[src/rtl/rsp_order_mux_pkg.sv]
// Shared types and helpers for the response-ordering mux and the outstanding-ID tracker.
package rsp_order_mux_pkg;

    localparam int unsigned SID_W       = 8;
    localparam logic [SID_W-1:0] SID_EMPTY = 8'h00;
    localparam int unsigned TABLE_DEPTH = 4;
    localparam int unsigned NUM_PORTS   = 3;
    localparam int unsigned SEL_W       = 2;
    localparam int unsigned CNT_W       = 9;
    localparam int unsigned RESP_W      = 2;

    typedef enum logic [1:0] {
        ST_IDLE  = 2'd0,
        ST_BURST = 2'd1,
        ST_CLEAR = 2'd2
    } state_e;

    // Non-data sideband of one R beat.
    typedef struct packed {
        logic [SID_W-1:0]  id;
        logic [RESP_W-1:0] resp;
        logic              last;
    } rsp_meta_t;

    // Lowest-index requester wins.
    function automatic logic [SEL_W-1:0] priority_sel(input logic [NUM_PORTS-1:0] req);
        logic [SEL_W-1:0] sel;
        logic             found;
        sel   = '0;
        found = 1'b0;
        for (int unsigned i = 0; i < NUM_PORTS; i++) begin
            if (req[i] && !found) begin
                sel   = SEL_W'(i);
                found = 1'b1;
            end
        end
        return sel;
    endfunction

endpackage

[src/rtl/rsp_order_mux_if.sv]
// One AXI-style R channel (id, data, resp, last, valid/ready).
interface rsp_order_mux_if #(parameter int unsigned DW = 32);
    import rsp_order_mux_pkg::*;

    logic [SID_W-1:0]  rid;
    logic [DW-1:0]     rdata;
    logic [RESP_W-1:0] rresp;
    logic              rlast;
    logic              rvalid;
    logic              rready;

    modport master (output rid, rdata, rresp, rlast, rvalid, input  rready);
    modport slave  (input  rid, rdata, rresp, rlast, rvalid, output rready);
endinterface

[src/rtl/rsp_order_mux_out_reg.sv]
// Single-entry valid/ready output register for the merged R channel.
module rsp_out_reg
    import rsp_order_mux_pkg::*;
#(
    parameter int unsigned DW = 32
) (
    input  logic          clk,
    input  logic          rstn,
    input  logic          i_load,
    input  rsp_meta_t     i_meta,
    input  logic [DW-1:0] i_data,
    input  logic          i_ready,
    output logic          o_valid,
    output rsp_meta_t     o_meta,
    output logic [DW-1:0] o_data
);

    logic          r_valid;
    rsp_meta_t     r_meta;
    logic [DW-1:0] r_data;

    // Load wins over drain so load+drain in one cycle keeps the slot full.
    always_ff @(posedge clk) begin
        if (!rstn) begin
            r_valid <= 1'b0;
            r_meta  <= '0;
            r_data  <= '0;
        end else if (i_load) begin
            r_valid <= 1'b1;
            r_meta  <= i_meta;
            r_data  <= i_data;
        end else if (i_ready) begin
            r_valid <= 1'b0;
        end
    end

    assign o_valid = r_valid;
    assign o_meta  = r_meta;
    assign o_data  = r_data;

endmodule

[src/rtl/rsp_order_mux.sv]
// Merges three slave R channels onto one master R channel in outstanding-ID table order.
module rsp_order_mux
    import rsp_order_mux_pkg::*;
#(
    parameter int unsigned DW        = 32,
    parameter int unsigned MAX_BEATS = 256
) (
    input  logic                         clk,
    input  logic                         rstn,
    input  logic [SID_W*TABLE_DEPTH-1:0] sid_table,
    rsp_order_mux_if.slave               s0,
    rsp_order_mux_if.slave               s1,
    rsp_order_mux_if.slave               s2,
    rsp_order_mux_if.master              m,
    output logic                         last_0,
    output logic                         last_1,
    output logic                         last_2,
    output logic [SID_W-1:0]             sid_0,
    output logic [SID_W-1:0]             sid_1,
    output logic [SID_W-1:0]             sid_2,
    output logic                         sid_0_vld,
    output logic                         sid_1_vld,
    output logic                         sid_2_vld,
    input  logic                         sid_0_clr_rdy,
    input  logic                         sid_1_clr_rdy,
    input  logic                         sid_2_clr_rdy,
    output logic                         err_overrun
);

    state_e                r_state, w_state_nxt;
    logic [SEL_W-1:0]      r_sel, w_sel_nxt;
    logic [SID_W-1:0]      r_lock_id, w_lock_id_nxt;
    logic [CNT_W-1:0]      r_beat_cnt, w_beat_cnt_nxt;
    logic                  r_err_overrun, w_err_nxt;

    logic [SID_W-1:0]      w_head;
    logic                  w_unused_tbl;
    logic [NUM_PORTS-1:0]  w_match;
    logic [NUM_PORTS-1:0]  w_rready;
    logic [NUM_PORTS-1:0]  w_clr_vld;
    logic [DW-1:0]         w_sel_data;
    logic [RESP_W-1:0]     w_sel_resp;
    logic                  w_sel_last;
    logic                  w_sel_valid;
    logic                  w_sel_clr_rdy;
    logic                  w_slot_free;
    logic                  w_load;
    rsp_meta_t             w_load_meta;
    logic                  w_out_valid;
    rsp_meta_t             w_out_meta;
    logic [DW-1:0]         w_out_data;

    assign w_head       = sid_table[SID_W-1:0];
    assign w_unused_tbl = ^sid_table[SID_W*TABLE_DEPTH-1:SID_W];

    assign w_match[0] = s0.rvalid && (s0.rid == w_head) && (w_head != SID_EMPTY);
    assign w_match[1] = s1.rvalid && (s1.rid == w_head) && (w_head != SID_EMPTY);
    assign w_match[2] = s2.rvalid && (s2.rid == w_head) && (w_head != SID_EMPTY);

    assign w_slot_free = !w_out_valid || m.rready;

    // Route the locked port's beat and clear-ready.
    always_comb begin
        w_sel_data    = s0.rdata;
        w_sel_resp    = s0.rresp;
        w_sel_last    = s0.rlast;
        w_sel_valid   = s0.rvalid;
        w_sel_clr_rdy = sid_0_clr_rdy;
        case (r_sel)
            2'd1: begin
                w_sel_data    = s1.rdata;
                w_sel_resp    = s1.rresp;
                w_sel_last    = s1.rlast;
                w_sel_valid   = s1.rvalid;
                w_sel_clr_rdy = sid_1_clr_rdy;
            end
            2'd2: begin
                w_sel_data    = s2.rdata;
                w_sel_resp    = s2.rresp;
                w_sel_last    = s2.rlast;
                w_sel_valid   = s2.rvalid;
                w_sel_clr_rdy = sid_2_clr_rdy;
            end
            default: ;
        endcase
    end

    // FSM state and burst bookkeeping registers.
    always_ff @(posedge clk) begin
        if (!rstn) begin
            r_state       <= ST_IDLE;
            r_sel         <= '0;
            r_lock_id     <= '0;
            r_beat_cnt    <= '0;
            r_err_overrun <= 1'b0;
        end else begin
            r_state       <= w_state_nxt;
            r_sel         <= w_sel_nxt;
            r_lock_id     <= w_lock_id_nxt;
            r_beat_cnt    <= w_beat_cnt_nxt;
            r_err_overrun <= w_err_nxt;
        end
    end

    // Next-state, per-port ready and clear-request decode.
    always_comb begin
        w_state_nxt    = r_state;
        w_sel_nxt      = r_sel;
        w_lock_id_nxt  = r_lock_id;
        w_beat_cnt_nxt = r_beat_cnt;
        w_err_nxt      = r_err_overrun;
        w_rready       = '0;
        w_clr_vld      = '0;
        w_load         = 1'b0;
        case (r_state)
            ST_IDLE: begin
                if (|w_match) begin
                    w_sel_nxt      = priority_sel(w_match);
                    w_lock_id_nxt  = w_head;
                    w_beat_cnt_nxt = '0;
                    w_state_nxt    = ST_BURST;
                end
            end
            ST_BURST: begin
                for (int unsigned k = 0; k < NUM_PORTS; k++) begin
                    w_rready[k] = (r_sel == SEL_W'(k)) && w_slot_free;
                end
                w_load = w_sel_valid && w_slot_free;
                if (w_load) begin
                    w_beat_cnt_nxt = r_beat_cnt + CNT_W'(1);
                    if (w_sel_last) begin
                        w_state_nxt = ST_CLEAR;
                    end else if (r_beat_cnt + CNT_W'(1) == CNT_W'(MAX_BEATS)) begin
                        w_err_nxt   = 1'b1;
                        w_state_nxt = ST_CLEAR;
                    end
                end
            end
            ST_CLEAR: begin
                for (int unsigned k = 0; k < NUM_PORTS; k++) begin
                    w_clr_vld[k] = (r_sel == SEL_W'(k));
                end
                if (w_sel_clr_rdy) begin
                    w_state_nxt = ST_IDLE;
                end
            end
            default: w_state_nxt = ST_IDLE;
        endcase
    end

    assign w_load_meta = '{id: r_lock_id, resp: w_sel_resp, last: w_sel_last};

    rsp_out_reg #(.DW(DW)) u_out_reg (
        .clk     (clk),
        .rstn    (rstn),
        .i_load  (w_load),
        .i_meta  (w_load_meta),
        .i_data  (w_sel_data),
        .i_ready (m.rready),
        .o_valid (w_out_valid),
        .o_meta  (w_out_meta),
        .o_data  (w_out_data)
    );

    assign m.rvalid = w_out_valid;
    assign m.rid    = w_out_meta.id;
    assign m.rresp  = w_out_meta.resp;
    assign m.rlast  = w_out_meta.last;
    assign m.rdata  = w_out_data;

    assign s0.rready = w_rready[0];
    assign s1.rready = w_rready[1];
    assign s2.rready = w_rready[2];

    assign sid_0_vld = w_clr_vld[0];
    assign sid_1_vld = w_clr_vld[1];
    assign sid_2_vld = w_clr_vld[2];
    assign last_0    = w_clr_vld[0];
    assign last_1    = w_clr_vld[1];
    assign last_2    = w_clr_vld[2];
    assign sid_0     = w_clr_vld[0] ? r_lock_id : '0;
    assign sid_1     = w_clr_vld[1] ? r_lock_id : '0;
    assign sid_2     = w_clr_vld[2] ? r_lock_id : '0;

    assign err_overrun = r_err_overrun;

endmodule

[src/flat_wrapper.sv]
// flat-port wrapper written by rule: the top's interface ports become plain ports
module rsp_order_mux_flat import rsp_order_mux_pkg::*;
#(
    parameter int unsigned DW        = 32,
    parameter int unsigned MAX_BEATS = 256
)
  (clk, rstn, sid_table, last_0, last_1, last_2, sid_0, sid_1, sid_2, sid_0_vld, sid_1_vld, sid_2_vld, sid_0_clr_rdy, sid_1_clr_rdy, sid_2_clr_rdy, err_overrun, s0_rid, s0_rdata, s0_rresp, s0_rlast, s0_rvalid, s0_rready, s1_rid, s1_rdata, s1_rresp, s1_rlast, s1_rvalid, s1_rready, s2_rid, s2_rdata, s2_rresp, s2_rlast, s2_rvalid, s2_rready, m_rid, m_rdata, m_rresp, m_rlast, m_rvalid, m_rready);
  rsp_order_mux_if #(.DW(DW)) s0_i ();
  rsp_order_mux_if #(.DW(DW)) s1_i ();
  rsp_order_mux_if #(.DW(DW)) s2_i ();
  rsp_order_mux_if #(.DW(DW)) m_i ();
  input  logic clk;
  input  logic rstn;
  input  logic [SID_W*TABLE_DEPTH-1:0] sid_table;
  output logic last_0;
  output logic last_1;
  output logic last_2;
  output logic [SID_W-1:0] sid_0;
  output logic [SID_W-1:0] sid_1;
  output logic [SID_W-1:0] sid_2;
  output logic sid_0_vld;
  output logic sid_1_vld;
  output logic sid_2_vld;
  input  logic sid_0_clr_rdy;
  input  logic sid_1_clr_rdy;
  input  logic sid_2_clr_rdy;
  output logic err_overrun;
  input wire logic [$bits(s0_i.rid)-1:0] s0_rid;
  input wire logic [$bits(s0_i.rdata)-1:0] s0_rdata;
  input wire logic [$bits(s0_i.rresp)-1:0] s0_rresp;
  input wire logic [$bits(s0_i.rlast)-1:0] s0_rlast;
  input wire logic [$bits(s0_i.rvalid)-1:0] s0_rvalid;
  output wire logic [$bits(s0_i.rready)-1:0] s0_rready;
  input wire logic [$bits(s1_i.rid)-1:0] s1_rid;
  input wire logic [$bits(s1_i.rdata)-1:0] s1_rdata;
  input wire logic [$bits(s1_i.rresp)-1:0] s1_rresp;
  input wire logic [$bits(s1_i.rlast)-1:0] s1_rlast;
  input wire logic [$bits(s1_i.rvalid)-1:0] s1_rvalid;
  output wire logic [$bits(s1_i.rready)-1:0] s1_rready;
  input wire logic [$bits(s2_i.rid)-1:0] s2_rid;
  input wire logic [$bits(s2_i.rdata)-1:0] s2_rdata;
  input wire logic [$bits(s2_i.rresp)-1:0] s2_rresp;
  input wire logic [$bits(s2_i.rlast)-1:0] s2_rlast;
  input wire logic [$bits(s2_i.rvalid)-1:0] s2_rvalid;
  output wire logic [$bits(s2_i.rready)-1:0] s2_rready;
  output wire logic [$bits(m_i.rid)-1:0] m_rid;
  output wire logic [$bits(m_i.rdata)-1:0] m_rdata;
  output wire logic [$bits(m_i.rresp)-1:0] m_rresp;
  output wire logic [$bits(m_i.rlast)-1:0] m_rlast;
  output wire logic [$bits(m_i.rvalid)-1:0] m_rvalid;
  input wire logic [$bits(m_i.rready)-1:0] m_rready;
  assign s0_i.rid = s0_rid;
  assign s0_i.rdata = s0_rdata;
  assign s0_i.rresp = s0_rresp;
  assign s0_i.rlast = s0_rlast;
  assign s0_i.rvalid = s0_rvalid;
  assign s0_rready = s0_i.rready;
  assign s1_i.rid = s1_rid;
  assign s1_i.rdata = s1_rdata;
  assign s1_i.rresp = s1_rresp;
  assign s1_i.rlast = s1_rlast;
  assign s1_i.rvalid = s1_rvalid;
  assign s1_rready = s1_i.rready;
  assign s2_i.rid = s2_rid;
  assign s2_i.rdata = s2_rdata;
  assign s2_i.rresp = s2_rresp;
  assign s2_i.rlast = s2_rlast;
  assign s2_i.rvalid = s2_rvalid;
  assign s2_rready = s2_i.rready;
  assign m_rid = m_i.rid;
  assign m_rdata = m_i.rdata;
  assign m_rresp = m_i.rresp;
  assign m_rlast = m_i.rlast;
  assign m_rvalid = m_i.rvalid;
  assign m_i.rready = m_rready;
  rsp_order_mux #(.DW(DW), .MAX_BEATS(MAX_BEATS)) u_core (.clk(clk), .rstn(rstn), .sid_table(sid_table), .s0(s0_i), .s1(s1_i), .s2(s2_i), .m(m_i), .last_0(last_0), .last_1(last_1), .last_2(last_2), .sid_0(sid_0), .sid_1(sid_1), .sid_2(sid_2), .sid_0_vld(sid_0_vld), .sid_1_vld(sid_1_vld), .sid_2_vld(sid_2_vld), .sid_0_clr_rdy(sid_0_clr_rdy), .sid_1_clr_rdy(sid_1_clr_rdy), .sid_2_clr_rdy(sid_2_clr_rdy), .err_overrun(err_overrun));
endmodule
[config.mk]
export PLATFORM = sky130hd
export DESIGN_NAME = rsp_order_mux_flat
export DESIGN_NICKNAME = d
export VERILOG_FILES = /design/src/rtl/rsp_order_mux_pkg.sv /design/src/rtl/rsp_order_mux_if.sv /design/src/rtl/rsp_order_mux_out_reg.sv /design/src/rtl/rsp_order_mux.sv /design/src/flat_wrapper.sv
export SDC_FILE = /design/constraint.sdc
export NUM_CORES = 1
export LEC_CHECK = 0
export ABC_AREA = 1
export BUFFER_PORTS_ARGS = -buffer_cell sky130_fd_sc_hd__buf_2
export CORE_AREA = 2 2 107 109
export CTS_CLUSTER_DIAMETER = 80
export DETAILED_ROUTE_END_ITERATION = 8
export DIE_AREA = 0 0 109 111
export PLACE_DENSITY_LB_ADDON = 0.15
export SLEW_MARGIN = 15
export SYNTH_ARGS = -nofsm -noshare
export SYNTH_HDL_FRONTEND = slang
export SYNTH_SLANG_ARGS = --single-unit
[constraint.sdc]
create_clock -name clk -period 1.9 [get_ports clk]
set_input_delay 0.095 -clock clk [delete_from_list [all_inputs] [get_ports clk]]
set_output_delay 0.095 -clock clk [all_outputs]
set_load 0.05 [all_outputs]
### Yosys cells after proc, flatten, opt, wreduce, memory -nomap -nowiden

Cells that the tools add are included.

| word-level totals | value |
|---|---|
| output and inout bits | 78 |
| input port bits | 170 |
| bits in registers | 66 |

| cells by class | value |
|---|---|
| add/sub/neg operators | 1 |
| reduce and logical (&&, ||, !) cells | 26 |
| bitwise gates (word level) | 1 |
| muxes and demuxes | 30 |
| eq/ne operators | 12 |

Operators by type and width:

| kind | number |
|---|---|
| case mux 32 bit (2 select lines) | 1 |
| == test 8 bit | 3 |
| two-way mux 8 bit | 3 |
| two-way mux 9 bit | 2 |
| case mux 9 bit (2 select lines) | 1 |
| logical AND 1 bit | 12 |
| two-way mux 2 bit | 6 |
| two-way mux 1 bit | 10 |
| adder 9 x 1 -> 9 bit, second input constant | 1 |
| == test 9 bit, second input constant | 1 |
| AND reduction 4 bit | 2 |
| nonzero test 8 bit | 1 |
| two-way mux 3 bit | 2 |
| inequality test 2 x 1 -> 1 bit, second input constant | 3 |
| case mux 1 bit (2 select lines) | 3 |
| case mux 2 bit (3 select lines) | 1 |
| == test 2 x 1 -> 1 bit, second input constant | 2 |
| == test 2 bit, second input constant | 2 |
| logical NOT 2 bit | 2 |
| case mux 2 bit (2 select lines) | 1 |
| nonzero test 2 bit | 2 |
| logical NOT 1 bit | 3 |
| inequality test 3 x 1 -> 1 bit, second input constant | 1 |
| AND reduction 3 bit | 1 |
| other kinds (4) | 4 |

### Depth between registers and ports, before layout

| depth | value |
|---|---|
| depth in word-level cells | 14 |
| mapped depth | 15 |
| depth with buffers taken out | 14 |

### Modules after synthesis

From an unflattened synthesis, not the netlist that was laid out.

| second synthesis, totals | value |
|---|---|
| cell total of the unflattened synthesis | 728 |
| area, all modules | 4,309.1 µm² |

Modules (own cells, without submodules):

| module | times used | cells an instance | area an instance (µm²) |
|---|---|---|---|
| rsp_order_mux | 1 | 538 | 2,771.4 |
| rsp_out_reg | 1 | 190 | 1,537.7 |

### Worst setup path after synthesis

OpenSTA, ideal clock, no wires.

| timing path | value |
|---|---|
| kind | register to output |
| from | reg u_core.r_sel[0] |
| to | out sid_2[0] |
| required time | 1,805 ps |
| setup slack | -988 ps |
| arrival time | 2,793 ps |
| stages on the path, launching flop included | 9 |
| cells stage by stage | dfxtp_1 > inv_1 > ha_1 > buf_2 > buf_1 > inv_1 > nor2_1 > inv_1 > nor2_1 |

| on the way | value |
|---|---|
| longest elaborated chain between the ends | 3 |

RTL lines:

| what | RTL line | RTL |
|---|---|---|
| start: declaration | rsp_order_mux.sv:31 | `logic [SEL_W-1:0] r_sel, w_sel_nxt;` |
| start signal: assignment | rsp_order_mux.sv:98 | `r_sel <= w_sel_nxt;` |
| == test 2 bit | rsp_order_mux.sv:141 | `w_clr_vld[k] = (r_sel == SEL_W'(k));` |
| two-way mux 3 bit | rsp_order_mux.sv:115 | `case (r_state)` |
| net last_2 | flat_wrapper.sv:17 | `output logic last_2;` |
| two-way mux 8 bit | rsp_order_mux.sv:183 | `assign sid_2 = w_clr_vld[2] ? r_lock_id : '0;` |
| end: declaration | flat_wrapper.sv:20 | `output logic [SID_W-1:0] sid_2;` |

The timed path passes the listed nets, and every way through them passes these cells.

### Worst setup path in the final report

| timing path | value |
|---|---|
| from | reg u_core.r_sel[1] |
| to | reg u_core.u_out_reg.r_valid (netlist: u_core.u_out_reg.o_valid) |

| on the way | value |
|---|---|
| longest elaborated chain between the ends | 5 |
| elaborated cells on any way between the ends | 7 |
| classes of those cells | eq/ne: 2; mux: 3; reduce/logical: 2 |

RTL lines:

| what | RTL line | RTL |
|---|---|---|
| == test 2 bit or == test 2 x 1 -> 1 bit (tied branches) | rsp_order_mux.sv:69 | `case (r_sel)` |
| case mux 1 bit (2 select lines) (*) | rsp_order_mux.sv:69 |  |
| logical AND 1 bit (*) | rsp_order_mux.sv:128 | `w_load = w_sel_valid && w_slot_free;` |
| two-way mux 1 bit (*) | rsp_order_mux.sv:115 |  |
| two-way mux 1 bit or nonzero test 2 bit (tied branches) | n/a |  |
| end signal: assignment | rsp_order_mux_out_reg.sv:25 | `r_valid <= 1'b0;` |
| end signal: assignment | rsp_order_mux_out_reg.sv:29 | `r_valid <= 1'b1;` |
| end signal: assignment | rsp_order_mux_out_reg.sv:33 | `r_valid <= 1'b0;` |
| end: declaration | rsp_order_mux_out_reg.sv:18 | `logic r_valid;` |

Mark *: on every way between the ends. The rest lies on a longest branch, timed or not.
A chain may end at the register's enable or synchronous reset.

==> key figures <==
Clocking
  • CTS buffer count: 9
  • Clock sinks: 66
  • Clock root buffer: clkbuf_16
  • Worst skew pair latency: 0.33 ns
  • Htree depth: 3
  • Longest Clk Path Bufs: 2
  • Clock-pin slew on the worst setup and hold paths: 0.05 ns
  • CTS tree: built

Route
  • Average routed wire per standard cell: 14.8 microns
  • Initial DRC Count: 464
  • Post-DRT Antenna Nets: 0
  • TritonRoute pass-1 iters: 5
  • Post-Route WL: 15700 microns
  • Vias: 5372
  • Residual DRC count: 0
  • Via-to-Cell Ratio: 5.07

Finish
  • Fraction of layout cells with a size suffix above 1: 36.5%
  • Synth-to-Final Area Change: 47.3%
  • Finished Core Util: 57.1%
  • Nets: 1086
  • # diodes: 0

Synth
  • Post-synth EDFFs: 0
  • Post-Syn Nets: 858
  • FFs w/ async S/R, synth: 0%
  • Sequential fraction of the synthesis area: 30.8%
  • Top cell type's share of synthesized area: 30.8%
  • Yosys top cell by area: dfxtp_1
  • Yosys warning count: 0
  • Top-count cell post-synth: nand2_1
  • Main synth FF type: dfxtp_1
  • Synth cell count leaders: 188 x nand2_1, 89 x nor2_1, 77 x inv_1
  • Yosys reg bits: 66
  • Synthesized area per cell: 6.28 sq um
  • Synth top area cells: dfxtp_1 31%, nand2_1 16%, nor2_1 7.8%, a22o_1 7.1%, inv_1 6.7%
  • Unique masters post-synth: 32
  • Cell count after synthesis: 684
  • Syn Std Cell Area: 4290 sq um

GRT
  • Grt ovf: 0
  • Initial antenna violation count: 0
  • Gr usage total: 24.3%
  • Largest net degree at the start of global routing: 37
  • First-pass GRT wire length: 23500 microns
  • Vias in the first global route: 4988

Worst hold path
  • Worst Hold Depth: 3
  • Hold WC Path Type: in -> reg

Setup path
  • Critical Path AT: 2.07 ns
  • CP required: 2.12 ns
  • Startpoint types: flip-flop
  • FF-to-FF path depth: 11
  • Crit Path Max Fanout: 8
  • Critical path class: reg -> reg
  • CP Capture Type: flip-flop

STA
  • Setup Total Neg Slack: 0 ns
  • Min Tclk post-route: 1.85 ns
  • Fin. max-slew vios: 0
  • Max Freq: 541 MHz
  • Part of the cycle the worst path needs: 97.3%
  • Slew @ Worst Pin: 0.350 ns
  • Worst hold slack: 0.0351 ns
  • Setup Skew: 0.00589 ns
  • Final setup violation count: 0
  • Final hold viol count: 0
  • Worst relative slew slack: 76.7%

Placement
  • Routability cong.: 0.851
  • Post-DP HPWL: 11300 microns
  • Input/output buffers: 223

Power
  • Total power: 5.55 mW
  • VDD IR max: 408 uV
  • LEAKAGE: 3.24 nW
  • Pwr Density: 878 nW/um^2

Floorplanning
  • Die Area: 12100 sq um
  • Initial Util: 38.8%
  • Row Count: 39
  • Die width: 109 microns
  • IO Pins: 248
  • Total core area: 11100 sq um
  • Die Ht: 111 microns

Flow run
  • Max-Cap Viols: 0

Status
  • Outcome: complete, no violations
state kept, by name (all words and copies together), names as in the netlist:
signal	flops
u_core.u_out_reg.o_valid	1
u_core.r_state	2
u_core.err_overrun	1
u_core.r_lock_id	8
u_core.r_sel	2
u_core.u_out_reg.o_data	32
u_core.r_beat_cnt	9
u_core.u_out_reg.o_meta	11
final timing paths:
kind                      startpoint                     endpoint  slack (ns)
hold / removal          s0_rdata[30]  u_core.u_out_reg.o_data[30]        0.04
setup / recovery     u_core.r_sel[1]     u_core.u_out_reg.o_valid        0.05
hold reg to reg   u_core.err_overrun           u_core.err_overrun        0.47
setup reg to reg     u_core.r_sel[1]     u_core.u_out_reg.o_valid        0.05
power breakdown:
group          switching (mW)  internal (mW)
combinational            1.57          0.710
sequential              0.131           1.62
clock                   0.576          0.945
cells in the final DEF (no fill, tap or decap), drive strengths merged, types with 4 or more instances in the layout:
cell / instances
buf: 254
nand2: 191
nor2: 93
inv: 82
dfxtp: 66
o21ai: 54
a22o: 35
a31oi: 34
nand3: 29
a21oi: 28
clkbuf: 16
nand4: 7
nor3: 5
clkinvlp: 4
ha: 4
area by class of cell:
cell class                 count  area [sq um]
multi-input combinational    493          2640
timing repair buffer         257          1570
fill                        1088          4750
tap                          143           179
inverter                      85           338
clock buffer                  13           260
sequential                    66          1330
clock inverter                 2          12.5
per-stage QoR:
step | instances | worst slack [ns] | instance area [sq um]
CTS | 1050 | -0.00964 | 6130
detailed placement | 1027 | -0.00318 | 5700
finish | 1059 | 0.0504 | 6320
global placement | 1027 | 0.0903 | 5700
floorplan | 684 | -0.121 | 4520
global route | 1059 | -0.00915 | 6320
cells by family after synthesis:
group	after synthesis	synth area share (%)
simple gates	329	31.8
xor+xnor	4	0.816
compound gates	156	22.7
flops	66	30.8
buf+inv	125	12.8
fa+ha+maj	4	1.17
routing by layer:
metal,vias to the layer above,track usage (%),routed length (microns)
li1,2696,-,-
met1,2454,29.0,6490
met2,195,42.6,7830
met3,27,4.06,1050
met4,0,9.66,348
met5,-,0,0
worst max-delay path: stages (launching register included):
cell and delay (ns):
dfxtp_4 0.37, inv_4 0.05, ha_4 0.27, inv_2 0.06
a21oi_1 0.11, o21ai_1 0.09, nand2_2 0.13, nor2_4 0.05
buf_12 0.14, buf_6 0.14, clkbuf_16 0.16, o21a_1 0.16
repair_timing:
action / in CTS / in global routing
gates cloned: 1 / 3
gates resized for setup: 28 / 23
setup endpoints to repair: 27 / 74
pin swaps: 3 / 4
hold buffers: 0 / 0
hold endpoints to repair: 0 / 0
setup buffers: 7 / 6
Note: power is estimated with default switching activity, not from simulation.
